## src/rtl/cpu_seg_mux_alu.sv

```systemverilog
// Switch-driven ALU with an execute button and a multiplexed hex readout.
// Result is shown as magnitude; the last digit's dp flags a negative difference.
module cpu_seg_mux_alu #(
    parameter int OPW         = 4,
    parameter int DIGITS      = 4,
    parameter int REFRESH_DIV = 100000,
    parameter bit BLANK_LZ    = 1'b1
) (
    input  logic                clk,
    input  logic                rst_n,
    input  logic [2*OPW+1:0]    sw,
    input  logic                btn_exec,
    output logic [DIGITS-1:0]   an,
    output logic [7:0]          seg,
    output logic [2*OPW-1:0]    result_o,
    output logic                neg_o
);
    localparam int RW = 2 * OPW;
    localparam int PW = DIGITS * 4;
    localparam int IW = (DIGITS > 1) ? $clog2(DIGITS) : 1;
    localparam int CW = $clog2(REFRESH_DIV);

    if (PW < RW) begin : g_bad_digits
        $error("DIGITS*4 must cover the result width");
    end
    if (REFRESH_DIV < 2) begin : g_bad_div
        $error("REFRESH_DIV must be at least 2");
    end

    logic              sync1_q, sync2_q, prev_q;
    logic              exec_pulse;
    logic [1:0]        op;
    logic [RW-1:0]     a_x, b_x;
    logic [RW-1:0]     result_q, result_d;
    logic              neg_q, neg_d;
    logic [CW-1:0]     cnt_q, cnt_d;
    logic [IW-1:0]     idx_q, idx_d;
    logic [DIGITS-1:0] an_q, an_d;
    logic [7:0]        seg_q, seg_d;
    logic [PW-1:0]     res_pad;
    logic [3:0]        nib;
    logic              upper_zero;

    function automatic logic [6:0] hex7(input logic [3:0] v);
        logic [6:0] s;
        unique case (v)
            4'h0: s = 7'h40;
            4'h1: s = 7'h79;
            4'h2: s = 7'h24;
            4'h3: s = 7'h30;
            4'h4: s = 7'h19;
            4'h5: s = 7'h12;
            4'h6: s = 7'h02;
            4'h7: s = 7'h78;
            4'h8: s = 7'h00;
            4'h9: s = 7'h10;
            4'hA: s = 7'h08;
            4'hB: s = 7'h03;
            4'hC: s = 7'h46;
            4'hD: s = 7'h21;
            4'hE: s = 7'h06;
            default: s = 7'h0E;
        endcase
        return s;
    endfunction

    assign exec_pulse = sync2_q & ~prev_q;
    assign op  = sw[2*OPW+1:2*OPW];
    assign a_x = {{OPW{1'b0}}, sw[2*OPW-1:OPW]};
    assign b_x = {{OPW{1'b0}}, sw[OPW-1:0]};

    always_comb begin
        result_d = result_q;
        neg_d    = neg_q;
        if (exec_pulse) begin
            neg_d = 1'b0;
            unique case (op)
                2'b00: result_d = a_x + b_x;
                2'b01: begin
                    if (a_x >= b_x) begin
                        result_d = a_x - b_x;
                    end else begin
                        result_d = b_x - a_x;
                        neg_d    = 1'b1;
                    end
                end
                2'b10: result_d = a_x * b_x;
                default: result_d = a_x | b_x;
            endcase
        end
    end

    always_comb begin
        cnt_d = cnt_q + 1'b1;
        idx_d = idx_q;
        if (cnt_q == CW'(REFRESH_DIV - 1)) begin
            cnt_d = '0;
            idx_d = (idx_q == IW'(DIGITS - 1)) ? '0 : idx_q + 1'b1;
        end
    end

    // Blanking looks at every nibble from the active digit upward.
    always_comb begin
        res_pad          = '0;
        res_pad[RW-1:0]  = result_q;
        nib              = 4'h0;
        upper_zero       = 1'b0;
        for (int d = 0; d < DIGITS; d++) begin
            if (idx_q == IW'(d)) begin
                nib        = res_pad[4*d +: 4];
                upper_zero = ((res_pad >> (4 * d)) == '0);
            end
        end
        an_d       = ~(DIGITS'(1) << idx_q);
        seg_d[6:0] = hex7(nib);
        if (BLANK_LZ && (idx_q != '0) && upper_zero) begin
            seg_d[6:0] = 7'h7F;
        end
        seg_d[7] = ~(neg_q && (idx_q == IW'(DIGITS - 1)));
    end

    always_ff @(posedge clk) begin
        if (!rst_n) begin
            sync1_q  <= 1'b0;
            sync2_q  <= 1'b0;
            prev_q   <= 1'b0;
            result_q <= '0;
            neg_q    <= 1'b0;
            cnt_q    <= '0;
            idx_q    <= '0;
            an_q     <= '1;
            seg_q    <= 8'hFF;
        end else begin
            sync1_q  <= btn_exec;
            sync2_q  <= sync1_q;
            prev_q   <= sync2_q;
            result_q <= result_d;
            neg_q    <= neg_d;
            cnt_q    <= cnt_d;
            idx_q    <= idx_d;
            an_q     <= an_d;
            seg_q    <= seg_d;
        end
    end

    assign an       = an_q;
    assign seg      = seg_q;
    assign result_o = result_q;
    assign neg_o    = neg_q;

endmodule

```

## config.mk

```make
export PLATFORM = sky130hd
export DESIGN_NAME = cpu_seg_mux_alu
export DESIGN_NICKNAME = d
export VERILOG_FILES = /design/src/rtl/cpu_seg_mux_alu.sv
export SDC_FILE = /design/constraint.sdc
export NUM_CORES = 1
export LEC_CHECK = 0
export ABC_AREA = 0
export BUFFER_PORTS_ARGS = -buffer_cell sky130_fd_sc_hd__clkbuf_2
export CAP_MARGIN = 20
export CORE_MARGIN = 3
export CORE_UTILIZATION = 59
export DETAILED_ROUTE_END_ITERATION = 8
export PLACE_DENSITY = 0.77
export SLEW_MARGIN = 0
export SYNTH_ARGS = -nofsm -noshare
export SYNTH_HDL_FRONTEND = slang
export SYNTH_SLANG_ARGS = --single-unit
```

## constraint.sdc

```tcl
create_clock -name clk -period 3.1 [get_ports clk]
set_clock_uncertainty 0.2 [all_clocks]
set_input_delay 0 -clock clk [delete_from_list [all_inputs] [get_ports clk]]
set_output_delay 0 -clock clk [all_outputs]
set_load 0.02 [all_outputs]
```

==> flow_summary.yaml, run 1 <==
routing:
  drc: 0
  wl_per_cell_um: 13.27
  top_layer_used: "met4"
  wl_mm: 5.946
  final_antenna_net_count: 0
  first_iter_violations: 129
  route.vias.total: 2431
  met2_length_mm: 2.870
  vias_per_cell: 5.426
  met3_length_um: 185
  wirelength_met1_mm: 2.841
  first_pass_iters: 4
final_layout:
  finalNonFillerCells: 448
  fillCellCount: 408
  fin_area_mm2: 0.003286
  area_growth_pct: 11.79
  n_antenna_cell: 0
  fin_nets: 439
  drive_above_1_share_pct: 12.86
  fin_util_pct: 69.11
critical_path:
  worstSetupPathType: "in2reg"
  start_kind: "input pin"
  cp.required_ns: 3.12
  critPathArrivalTime_ns: 2.70
  crit_path_end_kind: "register"
  path_max_fanout: 6
placed_design:
  portBuffers: 33
  dp_cells: 436
  hpwlAfterDp_mm: 4.671
  place_ws_ns: 0.1363
  placed_area_mm2: 0.003161
  routabilityCongestion: 0.8846
synthesis:
  synth_area_mm2: 0.002939
  synth_top_area_cell: "dfxtp_1"
  synth_area_leaders: "dfxtp_1, ha_1, nor2_1"
  synth_seq_cells: 43
  yosysTopAreaCellShare_pct: 29.29
  yosys.cell_count.top_type: "nor2_1"
  yosysSeqAreaShare_pct: 29.29
  synth_edf_count: 0
  synthCells: 345
  yosys.cell_types.count: 50
  syn_area_per_cell_um2: 8.519
  yosys-top-cells-count: "nor2_1, dfxtp_1, ha_1, nand2_1, inv_1"
  ys.flop_type: "dfxtp_1"
  synth_nets: 404
  synth-async-reset-ratio_pct: 0
  yosys_warnings: 0
global_routing:
  antenna_found_initial: 0
  grtUsageTotal_pct: 21.00
  overflow: 0
  grt_pass1_vias: 2264
  grt_pass1_wl_mm: 10.25
  grt_max_degree: 18
sta:
  fin_hold_ws_ns: 0.01817
  max_freq_mhz: 373.5
  slew_violations: 0
  finalSetupTns_ns: 0
  worst_slack_ns: 0.4229
  final.period_utilization_pct: 86.36
  period_needed_ns: 2.677
  maxSlewHeadroom_pct: 45.30
  setup_violations: 0
  rsz0062_at_grt: "no"
  tightest_slew_ns: 0.8189
  hold_violations: 0
power_and_ir_drop:
  power.density_mw_per_mm2: 366.6
  ir_worst_vdd_uv: 179.1
  total_power_mw: 1.204
  leakagePower_nw: 1.449
floorplanning:
  die_w_um: 76.58
  die_h_um: 76.58
  initial_utilization_pct: 61.82
  core_mm2: 0.004755
  ios: 34
  fp-row-count: 25
  die-area_mm2: 0.005865
clock_tree:
  cts_made_buffers: 5
  clk_pin_slew_ns: 0.08
  cts_max_level: 2
  cts.repair.resized: 0
  tritoncts: "done"
  cts_root_buf: "clkbuf_8"
  clockBufferDepth: 2
  clock_sinks: 43
  clk_latency_ns: 0.29
status:
  status: "completed"
worst_hold_path:
  hold_path_class: "in2reg"
flow_run:
  drv_cap: 0
[worst paths after layout]
check	to	depth (start not counted)	start	slack, ns
worst max-delay path	result_o[7]$_SDFFE_PN0P_	11	sw[5]	0.42
worst min-delay path	result_o[5]$_SDFFE_PN0P_	4	sw[8]	0.02
worst max register to register	seg[1]$_SDFF_PP1_	9	idx_q[0]$_SDFFE_PN0P_	0.43
worst min register to register	seg[7]$_SDFF_PN1_	1	neg_o$_SDFFE_PN0P_	0.23
[flip-flops by register name, summed over array words and instances (netlist names)]
| register | cells |
|---|---|
| result_o | 8 |
| idx_q | 2 |
| cnt_q | 17 |
| seg | 8 |
| an | 4 |
| neg_o | 1 |
| sync2_q | 1 |
| prev_q | 1 |
| sync1_q | 1 |
[layer usage]
metal	vias to the layer above	track usage (%)
li1	1262	-
met1	1119	27.43
met2	46	35.59
met3	4	3.428
met4	0	6.341
met5	-	0
[worst max-delay path, stage by stage]
cell and delay [ns]:
clkbuf_2 0.17, nand2_1 0.10, fa_1 0.50, inv_1 0.06, fa_1 0.51, ha_1 0.33
a211oi_1 0.23, o21ai_0 0.12, a21oi_1 0.17, mux2_2 0.35, a31oi_1 0.16
[kinds of logic (layout without fill, tap and decap cells)]
family / Yosys count / after routing / synth area share, %
mux: 8 / 8 / 2.767
simple gates: 123 / 123 / 20.01
compound gates: 67 / 67 / 15.71
fa+ha+maj: 46 / 46 / 21.37
flops: 43 / 43 / 29.29
buf+inv: 38 / 74 / 4.895
xor+xnor: 20 / 20 / 5.960
[cells in the final DEF, fill, tap and decap left out, types with 8 or more instances in the layout]
master	count
nor2_1	44
dfxtp_1	43
ha_1	39
clkbuf_2	33
nand2_1	28
inv_1	27
a21oi_1	14
o21ai_0	13
xor2_1	12
nand3_1	11
xnor2_1	8
[area by class of cell]
type	instances	area (um^2)	area share (%)
multi-input cells	264	1934	58.87
clock inverters	2	12.51	0.3808
clock buffers	6	72.57	2.209
inverters	27	101.3	3.085
repair buffers	39	220.2	6.702
well taps	67	83.83	2.551
flip-flops and latches	43	860.8	26.20
[report_power, final]
group,internal (mW),switching [mW]
combinational,0.114,0.171
clock,0.157,0.180
sequential,0.571,0.0110
total,0.843,0.362
[what timing repair did]
action                                 CTS  global route
buffers inserted                         0             0
endpoints found under the hold margin   11             0
hold buffers                             4             0
No activity file was read; power rests on OpenSTA's default activity.
==> run 2: changes to the inputs <==
--- a/config.mk
+++ b/config.mk
@@ -8,10 +8,12 @@
 export ABC_AREA = 0
 export BUFFER_PORTS_ARGS = -buffer_cell sky130_fd_sc_hd__clkbuf_2
 export CAP_MARGIN = 20
+export CORE_ASPECT_RATIO = 1.5
 export CORE_MARGIN = 3
 export CORE_UTILIZATION = 59
 export DETAILED_ROUTE_END_ITERATION = 8
 export PLACE_DENSITY = 0.77
+export RECOVER_POWER = 25
 export SLEW_MARGIN = 0
 export SYNTH_ARGS = -nofsm -noshare
 export SYNTH_HDL_FRONTEND = slang
==> run 2 against run 1 <==
Sequential power about the same. Total power increased by 0.35%. Register-to-register slack improved by 0.04 ns. Utilization increased by 0.92 points. First-iteration DRC count decreased by 21%. Count of clock-buffer cells in the layout decreased by 1. Combinational power about the same. Largest cell class unchanged.
==> flow_summary.yaml, run 2 (synthesized netlist as in run 1, its figures left out) <==
status:
  status: "completed"
routing:
  drc: 0
  final_antenna_net_count: 0
  route.vias.total: 2484
  first_pass_iters: 4
  wl_mm: 6.074
  vias_per_cell: 5.595
  first_iter_violations: 102
  wl_per_cell_um: 13.68
sta:
  setup_violations: 0
  hold_violations: 0
  slew_violations: 0
  finalSetupTns_ns: 0
  period_needed_ns: 2.664
  worst_slack_ns: 0.4363
  maxSlewHeadroom_pct: 45.47
  rsz0062_at_grt: "no"
  tightest_slew_ns: 0.8162
  max_freq_mhz: 375.4
  final.period_utilization_pct: 85.93
floorplanning:
  initial_utilization_pct: 63.15
  die_w_um: 63.63
  fp-row-count: 30
  die_h_um: 92.44
  die-area_mm2: 0.005881
  core_mm2: 0.004654
  ios: 34
power_and_ir_drop:
  power.density_mw_per_mm2: 370.8
  leakagePower_nw: 1.407
  pwr-share-clk_pct: 28.5
  internal-power_uw: 838.3
  combPwrFrac_pct: 23.3
  pwr-share-seq_pct: 48.2
  power.switching_uw: 370.3
  p_sw_share_pct: 30.64
  total_power_mw: 1.209
  ir_worst_vdd_uv: 186.8
critical_path:
  start_kind: "input pin"
  path_max_fanout: 6
  crit_path_end_kind: "register"
  r2r_cells: 9
  critPathArrivalTime_ns: 2.68
  cp-startpoint: "sw[5]"
  crit_end: "result_o[6]$_SDFFE_PN0P_"
  r2r_start: "idx_q[0]$_SDFFE_PN0P_"
  worstSetupPathType: "in2reg"
  r2r_end: "seg[1]$_SDFF_PP1_"
  cp.required_ns: 3.12
  rrSetupSlack_ns: 0.47
clock_tree:
  cts_made_buffers: 5
  cts.repair.resized: 0
  clk_pin_slew_ns: 0.08
  clk_latency_ns: 0.30
  tritoncts: "done"
  ctsHoldBuffers: 3
  cts_root_buf: "clkbuf_8"
  clockBufferDepth: 2
  post_cts_buffers: 0
  clock_sinks: 43
  cts_max_level: 2
final_layout:
  drive_above_1_share_pct: 9.737
  mostFrequentLayoutCells: "nor2_1, dfxtp_1, ha_1"
  mostFrequentLayoutCell: "nor2_1"
  area_growth_pct: 10.90
  largest_reg_flops: 17
  n_antenna_cell: 0
  fin_nets: 438
  finalNonFillerCells: 444
  regMostFlops: "cnt_q"
placed_design:
  dp_cells: 433
  portBuffers: 33
  routabilityCongestion: 0.9052
  place_ws_ns: 0.1235
  hpwlAfterDp_mm: 4.868
flow_run:
  drv_cap: 0
global_routing:
  grt_max_degree: 18
  grt_pass1_vias: 2449
  grt_pass1_wl_mm: 10.54
  grtUsageTotal_pct: 22.10
  antenna_found_initial: 0
  overflow: 0
worst_hold_path:
  hold_path_class: "in2reg"
run 2: cell types whose count changed in the layout (fill, tap and decap cells not counted), sizes merged:
cell and delta:
dlygate4sd3 -1, clkbuf -1, clkinvlp +1
run 2: metrics by stage:
| step | util, % | instance area [um^2] | hold slack, ns |
|---|---|---|---|
| finish | 70.03 | 3259 | 0.02545 |
| global route | 70.03 | 3259 | 0.08952 |
| CTS | 70.38 | 3276 | 0.01216 |
| detailed placement | 67.82 | 3157 | 0.01279 |
| global placement | 67.82 | 3157 | 0.01261 |
| floorplan | - | 2939 | -0.07271 |
run 2: layer usage:
metal / track usage (%) / wire, um
met5: 0 / 0
met1: 22.49 / 2317
met2: 41.67 / 3272
met3: 3.641 / 206
met4: 12.25 / 276
run 2: worst min-delay path by stage:
stage,start,endpoint,cells past startpoint,slack [ns]
6_report,sw[9],result_o[5]$_SDFFE_PN0P_,4,0.03
5_1_grt,sw[8],result_o[3]$_SDFFE_PN0P_,4,0.09
4_1_cts,sw[9],result_o[5]$_SDFFE_PN0P_,4,0.01
3_5_place_dp,btn_exec,sync1_q$_SDFF_PN0_,2,0.01
3_3_place_gp,btn_exec,sync1_q$_SDFF_PN0_,2,0.01
2_1_floorplan,btn_exec,sync1_q$_SDFF_PN0_,1,-0.07
run 2: critical path, cell delays in order:
cell	delay [ns]
clkbuf_2	0.17
nand2_1	0.10
fa_1	0.51
inv_1	0.06
fa_1	0.56
inv_1	0.06
fa_1	0.46
nor2b_1	0.13
o21ai_0	0.11
a211o_1	0.32
a41oi_1	0.20
run 2: power by group through the flow:
stage	clock [mW]	combinational, mW	sequential [mW]
floorplan	0	0.185	0.611
global route	0.375	0.320	0.584
finish	0.345	0.282	0.582
CTS	0.352	0.285	0.582
detailed placement	0	0.281	0.595
global placement	0	0.275	0.595
run 2: layout make-up:
cell class	count	area (um^2)
Tap cell	64	80.08
Sequential cell	43	860.8
Fill cell	426	1395
Clock buffer	5	68.82
Multi-Input combinational cell	264	1934
Inverter	27	101.3
Clock inverter	3	20.02
Timing Repair Buffer	38	193.9
